===== src/rtl/calc2_pkg.sv =====
// Shared types and arithmetic for the calc2 four-port tagged calculator.
package calc2_pkg;
  localparam int DATA_W     = 32;
  localparam int TAG_W      = 2;
  localparam int CMD_W      = 4;
  localparam int NPORTS     = 4;
  localparam int FIFO_DEPTH = 4;

  typedef enum logic [CMD_W-1:0] {
    NOP = 4'd0, ADD = 4'd1, SUB = 4'd2, SHL = 4'd5, SHR = 4'd6
  } cmd_e;

  typedef enum logic [1:0] {
    NONE = 2'd0, OK = 2'd1, OVF = 2'd2, INV = 2'd3
  } resp_e;

  typedef struct packed {
    logic [CMD_W-1:0]  cmd;
    logic [TAG_W-1:0]  tag;
    logic [DATA_W-1:0] op1;
    logic [DATA_W-1:0] op2;
  } req_t;

  typedef struct packed {
    logic [1:0]        resp;
    logic [DATA_W-1:0] data;
  } res_t;

  function automatic logic is_addsub(input logic [CMD_W-1:0] c);
    return (c == ADD) || (c == SUB);
  endfunction

  function automatic logic is_shift(input logic [CMD_W-1:0] c);
    return (c == SHL) || (c == SHR);
  endfunction

  // Unsigned arithmetic; any wrap (carry or borrow) is reported as OVF with zero data.
  function automatic res_t calc(input req_t r);
    res_t             o;
    logic [DATA_W:0]  sum;
    o.resp = INV;
    o.data = '0;
    sum    = {1'b0, r.op1} + {1'b0, r.op2};
    case (r.cmd)
      ADD: begin
        o.resp = sum[DATA_W] ? OVF : OK;
        o.data = sum[DATA_W] ? '0 : sum[DATA_W-1:0];
      end
      SUB: begin
        o.resp = (r.op2 > r.op1) ? OVF : OK;
        o.data = (r.op2 > r.op1) ? '0 : r.op1 - r.op2;
      end
      SHL: begin
        o.resp = OK;
        o.data = r.op1 << r.op2[4:0];
      end
      SHR: begin
        o.resp = OK;
        o.data = r.op1 >> r.op2[4:0];
      end
      default: ;
    endcase
    return o;
  endfunction
endpackage


===== src/rtl/calc2_if.sv =====
// Request/response bundle for all four calc2 ports; master = host, slave = core.
interface calc2_if;
  import calc2_pkg::*;
  logic [CMD_W-1:0]  req1_cmd_in,  req2_cmd_in,  req3_cmd_in,  req4_cmd_in;
  logic [DATA_W-1:0] req1_data_in, req2_data_in, req3_data_in, req4_data_in;
  logic [TAG_W-1:0]  req1_tag_in,  req2_tag_in,  req3_tag_in,  req4_tag_in;
  logic [1:0]        out_resp1,    out_resp2,    out_resp3,    out_resp4;
  logic [DATA_W-1:0] out_data1,    out_data2,    out_data3,    out_data4;
  logic [TAG_W-1:0]  out_tag1,     out_tag2,     out_tag3,     out_tag4;

  modport master (
    output req1_cmd_in, req2_cmd_in, req3_cmd_in, req4_cmd_in,
    output req1_data_in, req2_data_in, req3_data_in, req4_data_in,
    output req1_tag_in, req2_tag_in, req3_tag_in, req4_tag_in,
    input  out_resp1, out_resp2, out_resp3, out_resp4,
    input  out_data1, out_data2, out_data3, out_data4,
    input  out_tag1, out_tag2, out_tag3, out_tag4
  );

  modport slave (
    input  req1_cmd_in, req2_cmd_in, req3_cmd_in, req4_cmd_in,
    input  req1_data_in, req2_data_in, req3_data_in, req4_data_in,
    input  req1_tag_in, req2_tag_in, req3_tag_in, req4_tag_in,
    output out_resp1, out_resp2, out_resp3, out_resp4,
    output out_data1, out_data2, out_data3, out_data4,
    output out_tag1, out_tag2, out_tag3, out_tag4
  );
endinterface


===== src/rtl/calc2_port_fifo.sv =====
// Per-port two-cycle request capture feeding a FIFO_DEPTH-entry request queue.
module calc2_port_fifo
  import calc2_pkg::*;
(
  input  logic              clk,
  input  logic              rst_n,
  input  logic [CMD_W-1:0]  cmd,
  input  logic [TAG_W-1:0]  tag,
  input  logic [DATA_W-1:0] data,
  input  logic              pop,
  output req_t              head,
  output logic              head_vld
);
  localparam int PTR_W = $clog2(FIFO_DEPTH);

  req_t              mem [FIFO_DEPTH];
  logic              pend;
  logic [CMD_W-1:0]  cap_cmd;
  logic [TAG_W-1:0]  cap_tag;
  logic [DATA_W-1:0] cap_op1;
  logic [PTR_W-1:0]  wr_ptr, rd_ptr;
  logic [PTR_W:0]    count;
  logic              full, push;

  assign full     = (count == (PTR_W+1)'(FIFO_DEPTH));
  assign push     = pend && !full;
  assign head     = mem[rd_ptr];
  assign head_vld = (count != '0);

  // The cycle after a command is always the operand2 cycle; its cmd is ignored.
  always_ff @(posedge clk) begin
    if (!rst_n) begin
      pend    <= 1'b0;
      cap_cmd <= '0;
      cap_tag <= '0;
      cap_op1 <= '0;
      wr_ptr  <= '0;
      rd_ptr  <= '0;
      count   <= '0;
    end else begin
      if (pend) begin
        pend <= 1'b0;
      end else if (cmd != '0) begin
        pend    <= 1'b1;
        cap_cmd <= cmd;
        cap_tag <= tag;
        cap_op1 <= data;
      end
      if (push) wr_ptr <= wr_ptr + 1'b1;
      if (pop)  rd_ptr <= rd_ptr + 1'b1;
      count <= count + {{PTR_W{1'b0}}, push} - {{PTR_W{1'b0}}, pop};
    end
  end

  always_ff @(posedge clk) begin
    if (push) mem[wr_ptr] <= '{cmd: cap_cmd, tag: cap_tag, op1: cap_op1, op2: data};
  end
endmodule


===== src/rtl/calc2_core.sv =====
// Four-port tagged calculator: per-port queues, shared add/sub and shift units, fixed-priority dispatch.
module calc2_core
  import calc2_pkg::*;
(
  input logic   c_clk,
  input logic   reset,
  calc2_if.slave bus
);
  logic [NPORTS-1:0][CMD_W-1:0]  cmd;
  logic [NPORTS-1:0][TAG_W-1:0]  tag;
  logic [NPORTS-1:0][DATA_W-1:0] data;
  req_t [NPORTS-1:0]             head;
  res_t [NPORTS-1:0]             res;
  logic [NPORTS-1:0]             head_vld, pop;
  logic [NPORTS-1:0][1:0]        resp_q;
  logic [NPORTS-1:0][DATA_W-1:0] data_q;
  logic [NPORTS-1:0][TAG_W-1:0]  tag_q;

  assign cmd  = {bus.req4_cmd_in,  bus.req3_cmd_in,  bus.req2_cmd_in,  bus.req1_cmd_in};
  assign tag  = {bus.req4_tag_in,  bus.req3_tag_in,  bus.req2_tag_in,  bus.req1_tag_in};
  assign data = {bus.req4_data_in, bus.req3_data_in, bus.req2_data_in, bus.req1_data_in};

  for (genvar g = 0; g < NPORTS; g++) begin : g_port
    calc2_port_fifo u_fifo (
      .clk      (c_clk),
      .rst_n    (reset),
      .cmd      (cmd[g]),
      .tag      (tag[g]),
      .data     (data[g]),
      .pop      (pop[g]),
      .head     (head[g]),
      .head_vld (head_vld[g])
    );
    assign res[g] = calc(head[g]);
  end

  // Lowest port index wins each unit; invalid heads bypass both units.
  always_comb begin : arb
    logic as_busy, sh_busy;
    pop     = '0;
    as_busy = 1'b0;
    sh_busy = 1'b0;
    for (int p = 0; p < NPORTS; p++) begin
      if (head_vld[p]) begin
        if (is_addsub(head[p].cmd)) begin
          if (!as_busy) begin
            pop[p]  = 1'b1;
            as_busy = 1'b1;
          end
        end else if (is_shift(head[p].cmd)) begin
          if (!sh_busy) begin
            pop[p]  = 1'b1;
            sh_busy = 1'b1;
          end
        end else begin
          pop[p] = 1'b1;
        end
      end
    end
  end

  always_ff @(posedge c_clk) begin
    if (!reset) begin
      resp_q <= '0;
      data_q <= '0;
      tag_q  <= '0;
    end else begin
      for (int p = 0; p < NPORTS; p++) begin
        if (pop[p]) begin
          resp_q[p] <= res[p].resp;
          data_q[p] <= res[p].data;
          tag_q[p]  <= head[p].tag;
        end else begin
          resp_q[p] <= NONE;
          data_q[p] <= '0;
          tag_q[p]  <= '0;
        end
      end
    end
  end

  assign bus.out_resp1 = resp_q[0];
  assign bus.out_resp2 = resp_q[1];
  assign bus.out_resp3 = resp_q[2];
  assign bus.out_resp4 = resp_q[3];
  assign bus.out_data1 = data_q[0];
  assign bus.out_data2 = data_q[1];
  assign bus.out_data3 = data_q[2];
  assign bus.out_data4 = data_q[3];
  assign bus.out_tag1  = tag_q[0];
  assign bus.out_tag2  = tag_q[1];
  assign bus.out_tag3  = tag_q[2];
  assign bus.out_tag4  = tag_q[3];
endmodule


===== src/flat_wrapper.sv =====
// flat-port wrapper written by rule: the top's interface ports become plain ports
module calc2_core_flat import calc2_pkg::*;
  (c_clk, reset, bus_req1_cmd_in, bus_req2_cmd_in, bus_req3_cmd_in, bus_req4_cmd_in, bus_req1_data_in, bus_req2_data_in, bus_req3_data_in, bus_req4_data_in, bus_req1_tag_in, bus_req2_tag_in, bus_req3_tag_in, bus_req4_tag_in, bus_out_resp1, bus_out_resp2, bus_out_resp3, bus_out_resp4, bus_out_data1, bus_out_data2, bus_out_data3, bus_out_data4, bus_out_tag1, bus_out_tag2, bus_out_tag3, bus_out_tag4);
  calc2_if bus_i ();
  input logic c_clk;
  input logic reset;
  input wire logic [$bits(bus_i.req1_cmd_in)-1:0] bus_req1_cmd_in;
  input wire logic [$bits(bus_i.req2_cmd_in)-1:0] bus_req2_cmd_in;
  input wire logic [$bits(bus_i.req3_cmd_in)-1:0] bus_req3_cmd_in;
  input wire logic [$bits(bus_i.req4_cmd_in)-1:0] bus_req4_cmd_in;
  input wire logic [$bits(bus_i.req1_data_in)-1:0] bus_req1_data_in;
  input wire logic [$bits(bus_i.req2_data_in)-1:0] bus_req2_data_in;
  input wire logic [$bits(bus_i.req3_data_in)-1:0] bus_req3_data_in;
  input wire logic [$bits(bus_i.req4_data_in)-1:0] bus_req4_data_in;
  input wire logic [$bits(bus_i.req1_tag_in)-1:0] bus_req1_tag_in;
  input wire logic [$bits(bus_i.req2_tag_in)-1:0] bus_req2_tag_in;
  input wire logic [$bits(bus_i.req3_tag_in)-1:0] bus_req3_tag_in;
  input wire logic [$bits(bus_i.req4_tag_in)-1:0] bus_req4_tag_in;
  output wire logic [$bits(bus_i.out_resp1)-1:0] bus_out_resp1;
  output wire logic [$bits(bus_i.out_resp2)-1:0] bus_out_resp2;
  output wire logic [$bits(bus_i.out_resp3)-1:0] bus_out_resp3;
  output wire logic [$bits(bus_i.out_resp4)-1:0] bus_out_resp4;
  output wire logic [$bits(bus_i.out_data1)-1:0] bus_out_data1;
  output wire logic [$bits(bus_i.out_data2)-1:0] bus_out_data2;
  output wire logic [$bits(bus_i.out_data3)-1:0] bus_out_data3;
  output wire logic [$bits(bus_i.out_data4)-1:0] bus_out_data4;
  output wire logic [$bits(bus_i.out_tag1)-1:0] bus_out_tag1;
  output wire logic [$bits(bus_i.out_tag2)-1:0] bus_out_tag2;
  output wire logic [$bits(bus_i.out_tag3)-1:0] bus_out_tag3;
  output wire logic [$bits(bus_i.out_tag4)-1:0] bus_out_tag4;
  assign bus_i.req1_cmd_in = bus_req1_cmd_in;
  assign bus_i.req2_cmd_in = bus_req2_cmd_in;
  assign bus_i.req3_cmd_in = bus_req3_cmd_in;
  assign bus_i.req4_cmd_in = bus_req4_cmd_in;
  assign bus_i.req1_data_in = bus_req1_data_in;
  assign bus_i.req2_data_in = bus_req2_data_in;
  assign bus_i.req3_data_in = bus_req3_data_in;
  assign bus_i.req4_data_in = bus_req4_data_in;
  assign bus_i.req1_tag_in = bus_req1_tag_in;
  assign bus_i.req2_tag_in = bus_req2_tag_in;
  assign bus_i.req3_tag_in = bus_req3_tag_in;
  assign bus_i.req4_tag_in = bus_req4_tag_in;
  assign bus_out_resp1 = bus_i.out_resp1;
  assign bus_out_resp2 = bus_i.out_resp2;
  assign bus_out_resp3 = bus_i.out_resp3;
  assign bus_out_resp4 = bus_i.out_resp4;
  assign bus_out_data1 = bus_i.out_data1;
  assign bus_out_data2 = bus_i.out_data2;
  assign bus_out_data3 = bus_i.out_data3;
  assign bus_out_data4 = bus_i.out_data4;
  assign bus_out_tag1 = bus_i.out_tag1;
  assign bus_out_tag2 = bus_i.out_tag2;
  assign bus_out_tag3 = bus_i.out_tag3;
  assign bus_out_tag4 = bus_i.out_tag4;
  calc2_core u_core (.c_clk(c_clk), .reset(reset), .bus(bus_i));
endmodule

===== config.mk =====
export PLATFORM = sky130hd
export DESIGN_NAME = calc2_core_flat
export DESIGN_NICKNAME = d
export VERILOG_FILES = /design/src/rtl/calc2_pkg.sv /design/src/rtl/calc2_if.sv /design/src/rtl/calc2_port_fifo.sv /design/src/rtl/calc2_core.sv /design/src/flat_wrapper.sv
export SDC_FILE = /design/constraint.sdc
export NUM_CORES = 2
export LEC_CHECK = 0
export ABC_AREA = 0
export BUFFER_PORTS_ARGS = -buffer_cell sky130_fd_sc_hd__buf_2
export CAP_MARGIN = 40
export CELL_PAD_IN_SITES_DETAIL_PLACEMENT = 1
export CELL_PAD_IN_SITES_GLOBAL_PLACEMENT = 1
export CORE_ASPECT_RATIO = 1.4
export CORE_MARGIN = 3
export CORE_UTILIZATION = 45
export DETAILED_ROUTE_END_ITERATION = 8
export PLACE_DENSITY = 0.8
export SYNTH_ARGS = -nofsm -noshare
export SYNTH_HDL_FRONTEND = slang
export SYNTH_SLANG_ARGS = --single-unit

===== constraint.sdc =====
create_clock -name c_clk -period 6.62 [get_ports c_clk]
set_input_delay 1.324 -clock c_clk [delete_from_list [all_inputs] [get_ports c_clk]]
set_output_delay 1.324 -clock c_clk [all_outputs]
set_load 0.02 [all_outputs]

# == After elaboration in Yosys (flattened, before gate mapping) ==
# Memory sizes are Yosys's and may differ from the RTL's. A register that Yosys moved wholly into a read port is not among the register bits.
# Index checks and enable logic that the tools add are counted.
# Widths: inputs -> output; s select.
# classes
n_eq_ne,20
add_sub_neg,24
shifts,8
reduce_logical,36
order_cmp,4
mux,71
bitwise,5
# ops
cell,n
$pmux 34 s4,4
$mux 32,8
$add 32x32->33,4
$gt 32x32->1,4
$shl 32x5->32,4
$shr 32x5->32,4
$sub 32x32->32,4
$mux 1,43
$eq 4x3->1 const B,8
$mux 2,16
$add 2x1->2 const B,8
$eq 4x1->1 const B,4
$eq 4x2->1 const B,4
$reduce_and 2->1,8
$reduce_bool 4->1,4
$add 3x1->3,4
$eq 3x3->1 const B,4
$reduce_bool 3->1,4
$sub 3x1->3,4
$logic_or 1x1->1,8
$reduce_or 2->1,4
$not 1->1,5
$logic_and 1x1->1,4
$logic_not 1->1,4
# word_totals
mem_count,4
output_inout_bits,144
mem_bits_rw,1120
wordCells,212
inputBits,154
regBits,328
# memory_table
name,depth,width,rd,rd_clocked_by_memory_dff,wr,line_no,source
u_core.g_port[0].u_fifo.mem,4,70,1,1,1,calc2_port_fifo.sv:16,req_t mem [FIFO_DEPTH];
u_core.g_port[1].u_fifo.mem,4,70,1,1,1,calc2_port_fifo.sv:16,
u_core.g_port[2].u_fifo.mem,4,70,1,1,1,calc2_port_fifo.sv:16,
u_core.g_port[3].u_fifo.mem,4,70,1,1,1,calc2_port_fifo.sv:16,

# == Depth between registers and ports, before layout ==
# depth
word_depth,17
mapped_depth,24
ltp_nobuf,17

# == By module ==
# From an unflattened synthesis, not the netlist that was laid out.
# hier_totals
cells_unflattened,6914
hier_area_um2,79487.5
# by_module_without_submodules
mod,cells_per_inst,seq_area_each_um2,area_each_um2,instances
calc2_port_fifo at u_core.g_port[0].u_fifo ...,584,9369.0,12134.1,3
calc2_core,4577,2882.8,30947.2,1
calc2_port_fifo at u_core.g_port[3].u_fifo,585,9369.0,12137.9,1

# == Worst setup path before layout ==
# OpenSTA, ideal clock, no wires.
# synth_path
path_type,register to register
start,reg with a tool-made name
end,reg u_core.data_q (netlist bit u_core.bus.out_data1[5])
n_path_buf,7
t_required_ns,6.492
setup_time_ns,0.128
setup_slack_ns,1.038
t_arrival_ns,5.455
period_less_slack_ns,5.582
path_stages_with_launch,21
cell_sequence,dfxtp_1 buf_2 buf_2 buf_2 buf_1 buf_2 mux4_2 inv_1 ha_1 buf_6 or4_1 or4_1 a2bb2oi_2 o31ai_4 a311oi_4 o21ai_4 a21oi_2 buf_6 a221o_1 a21oi_1 nor2_1
# synth_lines
element,line_no,source
"end signal, assigned by index",calc2_core.sv:71,data_q[p] <= res[p].data;
"end, declared",calc2_core.sv:16,logic [NPORTS-1:0][DATA_W-1:0] data_q;

==> results.yml <==
run_status:
  status: "complete, no violations"
clock_tree:
  cts_buffer_depth: 3
  clkLatencyLatePin_ps: 810
  clk_pin_slew_ps: 70
  htreeDepth: 4
  cts_root_buf: "clkbuf_16"
  cts_buffers: 141
  postCtsHoldBufs: 0
  cts_setup_buffers: 0
  clock_sinks: 1456
  cts_tree: "done"
  cts_resized: 0
worst_setup_path:
  rrSetupSlack_ps: 810
  path_buf_inv: 2
  cp_top_family: "compound AO/OA/AOI/OAI gates"
  r2r_end: "u_core.bus.out_data2[29]$_SDFF_PN0_"
  critical_path_class: "reg -> reg"
  worstPathMaxFanout: 41
  path_cells: "mux2_2 > o21ai_2 > buf_4 > ha_1 > inv_1 > a21oi_1 > o21ai_0 > o22ai_1 > o41ai_1 > a221oi_1 > nor4_1 > o22ai_1 > xnor2_1 > a221oi_1 > nor2_1"
  cp.arrival_ps: 6490
  critPathMaxStageDelay_ps: 890
  end_kind: "register"
  cp_data_required_time_ps: 7300
  start_kind: "register"
  reg2reg_depth: 15
  crit_slowest_cell: "o41ai_1"
timing:
  whs_ps: 483.4
  finalCritPeriodShare_pct: 87.75
  rsz0062_at_grt: "false"
  fin_skew_ps: 46.64
  max_slew_margin_pct: 22.60
  fin_tns_setup_ps: 0
  max_freq_mhz: 172.1
  min_period_ps: 5809
  slew_viol_final: 0
  hold_viol: 0
  setup_viol: 0
  tightest_slew_ps: 1146
global_routing:
  grt_max_degree: 79
  overflow: 0
  grt.total_usage_pct: 29.91
  grt_pass1_vias: 63111
  antenna_found_initial: 23
  grt_pass1_wl_um: 405800
min_path:
  whs_path_depth: 0
  holdCritPathClass: "reg -> reg"
  holdCritStartpoint: "u_core.g_port[3].u_fifo.cap_op1[29]$_SDFFE_PN0P_"
  holdPathEnd: "u_core.g_port[3].u_fifo.mem[3][61]$_DFFE_PP_"
drt:
  wl_per_cell_um: 28.12
  vias: 60507
  viasPerCell: 6.260
  firstDrtPassIters: 7
  drt_iter0_markers: 5468
  drt_wl_total_um: 271800
  ant_nets: 0
  drc: 0
power_and_ir_drop:
  power_switching_mw: 24.71
  vdd_drop_max_mv: 0.3054
  p_sw_share_pct: 49.29
  power.internal_mw: 25.41
  power.leakage_nw: 31.23
  seqPwrFrac_pct: 22.5
  power_density_nw_per_um2: 578.0
  p_comb_share_pct: 61.1
  clock_power_share_pct: 16.4
die:
  core_um2: 172100
  die_w_um: 358.0
  die_height_um: 498.8
  dieArea_um2: 178600
  num_rows: 180
  num_io_pins: 298
  start_util_pct: 45.36
yosys:
  syn-cell-area_um2: 78060
  synth-seq-area-share_pct: 51.70
  ys_warn_count: 0
  netlist_top_cells_area: "edfxtp_1 (43%), dfxtp_1 (8.6%), mux4_2 (7.7%)"
  ys.flop_type: "edfxtp_1"
  yosysMostFrequentCell: "edfxtp_1"
  synth_cell_types: 95
  synth.top_cell.area_share_pct: 43.09
  synth_largest_area_cell: "edfxtp_1"
  synth_edf_count: 1120
  syn_area_per_cell_um2: 10.96
  synth_nets: 7571
  async_flop_share_pct: 0
  netlist_top_cells_count: "edfxtp_1 (1,120), nand2_1 (817), nor2_1 (683)"
  ys_ff_latch: 1456
  syn_inst: 7123
layout:
  fin_nets: 7706
  utilization_pct: 50.40
  drive_gt1_share_pct: 14.57
  synthToLayoutAreaGrowth_pct: 11.10
job:
  maxCapViolations: 0
placement:
  dp_hpwl_um: 197200
  numPortBuffers: 297
  gp_congestion: 1.006
worst max-delay path by stage:
stage	from	endpoint	slack (ps)	cells after the start
2_1_floorplan	register	u_core.bus.out_data1[5]$_SDFF_PN0_	1040	20
3_3_place_gp	register	u_core.bus.out_data3[16]$_SDFF_PN0_	920	16
3_5_place_dp	register	u_core.bus.out_data2[31]$_SDFF_PN0_	1070	15
4_1_cts	register	u_core.bus.out_data2[31]$_SDFF_PN0_	1020	15
5_1_grt	register	u_core.bus.out_data2[31]$_SDFF_PN0_	660	15
6_report	register	u_core.bus.out_data2[29]$_SDFF_PN0_	810	15
worst register-to-register path, delay by kind of cell, from the launching register on:
kind / cells / cell delay (ps)
AOI/OAI and AO/OA: 8 / 2800
and+or+nand+nor: 2 / 690
DFF: 1 / 660
buffers and inverters: 2 / 560
muxes: 1 / 430
adders and majority gates: 1 / 370
xor gates and xnor gates: 1 / 180
cells by family (layout without fill, tap and decap cells):
logic type	after synthesis	after routing	share of synthesized area [%]
mux	476	476	10.47
other cells	0	12	0
buf+inv	741	997	3.805
flops	1456	1456	51.70
compound gates	1982	1982	16.33
fa+ha+maj	294	294	4.828
xor+xnor	132	132	1.481
simple gates	2042	2042	11.39
layout by cell type, fill, tap and decap left out, types with 32 or more instances in the layout:
cell type	n
nor2_1	678
mux2_2	61
a21o_1	45
nand2_1	817
xnor2_1	112
mux2i_1	148
ha_1	282
a22oi_1	54
nor3_1	77
inv_1	291
buf_4	110
a21oi_1	597
o21bai_1	62
o211ai_1	52
clkbuf_16	144
buf_2	299
clkbuf_1	39
nor2b_1	83
edfxtp_1	1120
a31oi_1	106
o21ai_0	362
a21boi_0	168
nand2b_1	69
and2_1	55
o22ai_1	97
mux4_2	266
a221oi_1	35
nand3_1	83
a221o_1	35
a211oi_1	76
dfxtp_1	328
o31ai_1	32
per-stage QoR:
stage | cell area [µm²] | setup WS [ps] | instances | total power [mW]
2_1_floorplan | 78060 | 1038 | 7123 | 31.83
3_3_place_gp | 81600 | 920.8 | 9370 | 40.64
3_5_place_dp | 81990 | 1074 | 9390 | 41.24
4_1_cts | 86690 | 1018 | 9654 | 49.69
5_1_grt | 86690 | 656.7 | 9656 | 52.92
6_report | 86720 | 810.9 | 9666 | 50.12
cell type report:
| class | count | area [µm²] |
|---|---|---|
| Inverter | 303 | 1137 |
| Clock inverter | 73 | 840.8 |
| Multi-Input combinational cell | 4926 | 34820 |
| Clock buffer | 191 | 3860 |
| Antenna cell | 12 | 30.03 |
| Timing Repair Buffer | 430 | 2791 |
| Sequential cell | 1456 | 40390 |
| Tap cell | 2275 | 2846 |
| Fill cell | 18376 | 85350 |
routing by layer:
metal	GRT usage (%)	share of wire, %	vias up
li1	-	-	26798
met3	4.557	6.3	631
met5	0	0.022	-
met4	13.73	5.1	10
met2	50.30	49	2401
met1	37.93	39	30667
power groups by stage:
stage	Combinational, mW	Sequential [mW]	Clock, mW
floorplan	20.6	11.2	0
global placement	29.3	11.4	0
detailed placement	29.8	11.4	0
CTS	30.0	11.3	8.39
global route	32.9	11.3	8.73
finish	30.6	11.3	8.23
registers in the layout (all words and copies together), names as in the netlist, 4 cells and up, named ones only:
signal	count
u_core.g_port.u_fifo.mem	1120
u_core.g_port.u_fifo.cap_op1	128
u_core.bus.out_data1	32
u_core.bus.out_data2	32
u_core.bus.out_data3	32
u_core.bus.out_data4	32
u_core.g_port.u_fifo.cap_cmd	16
u_core.g_port.u_fifo.count	12
u_core.g_port.u_fifo.cap_tag	8
u_core.g_port.u_fifo.rd_ptr	8
u_core.g_port.u_fifo.wr_ptr	8
u_core.g_port.u_fifo.pend	4
Power figures use the tool's default switching activity.
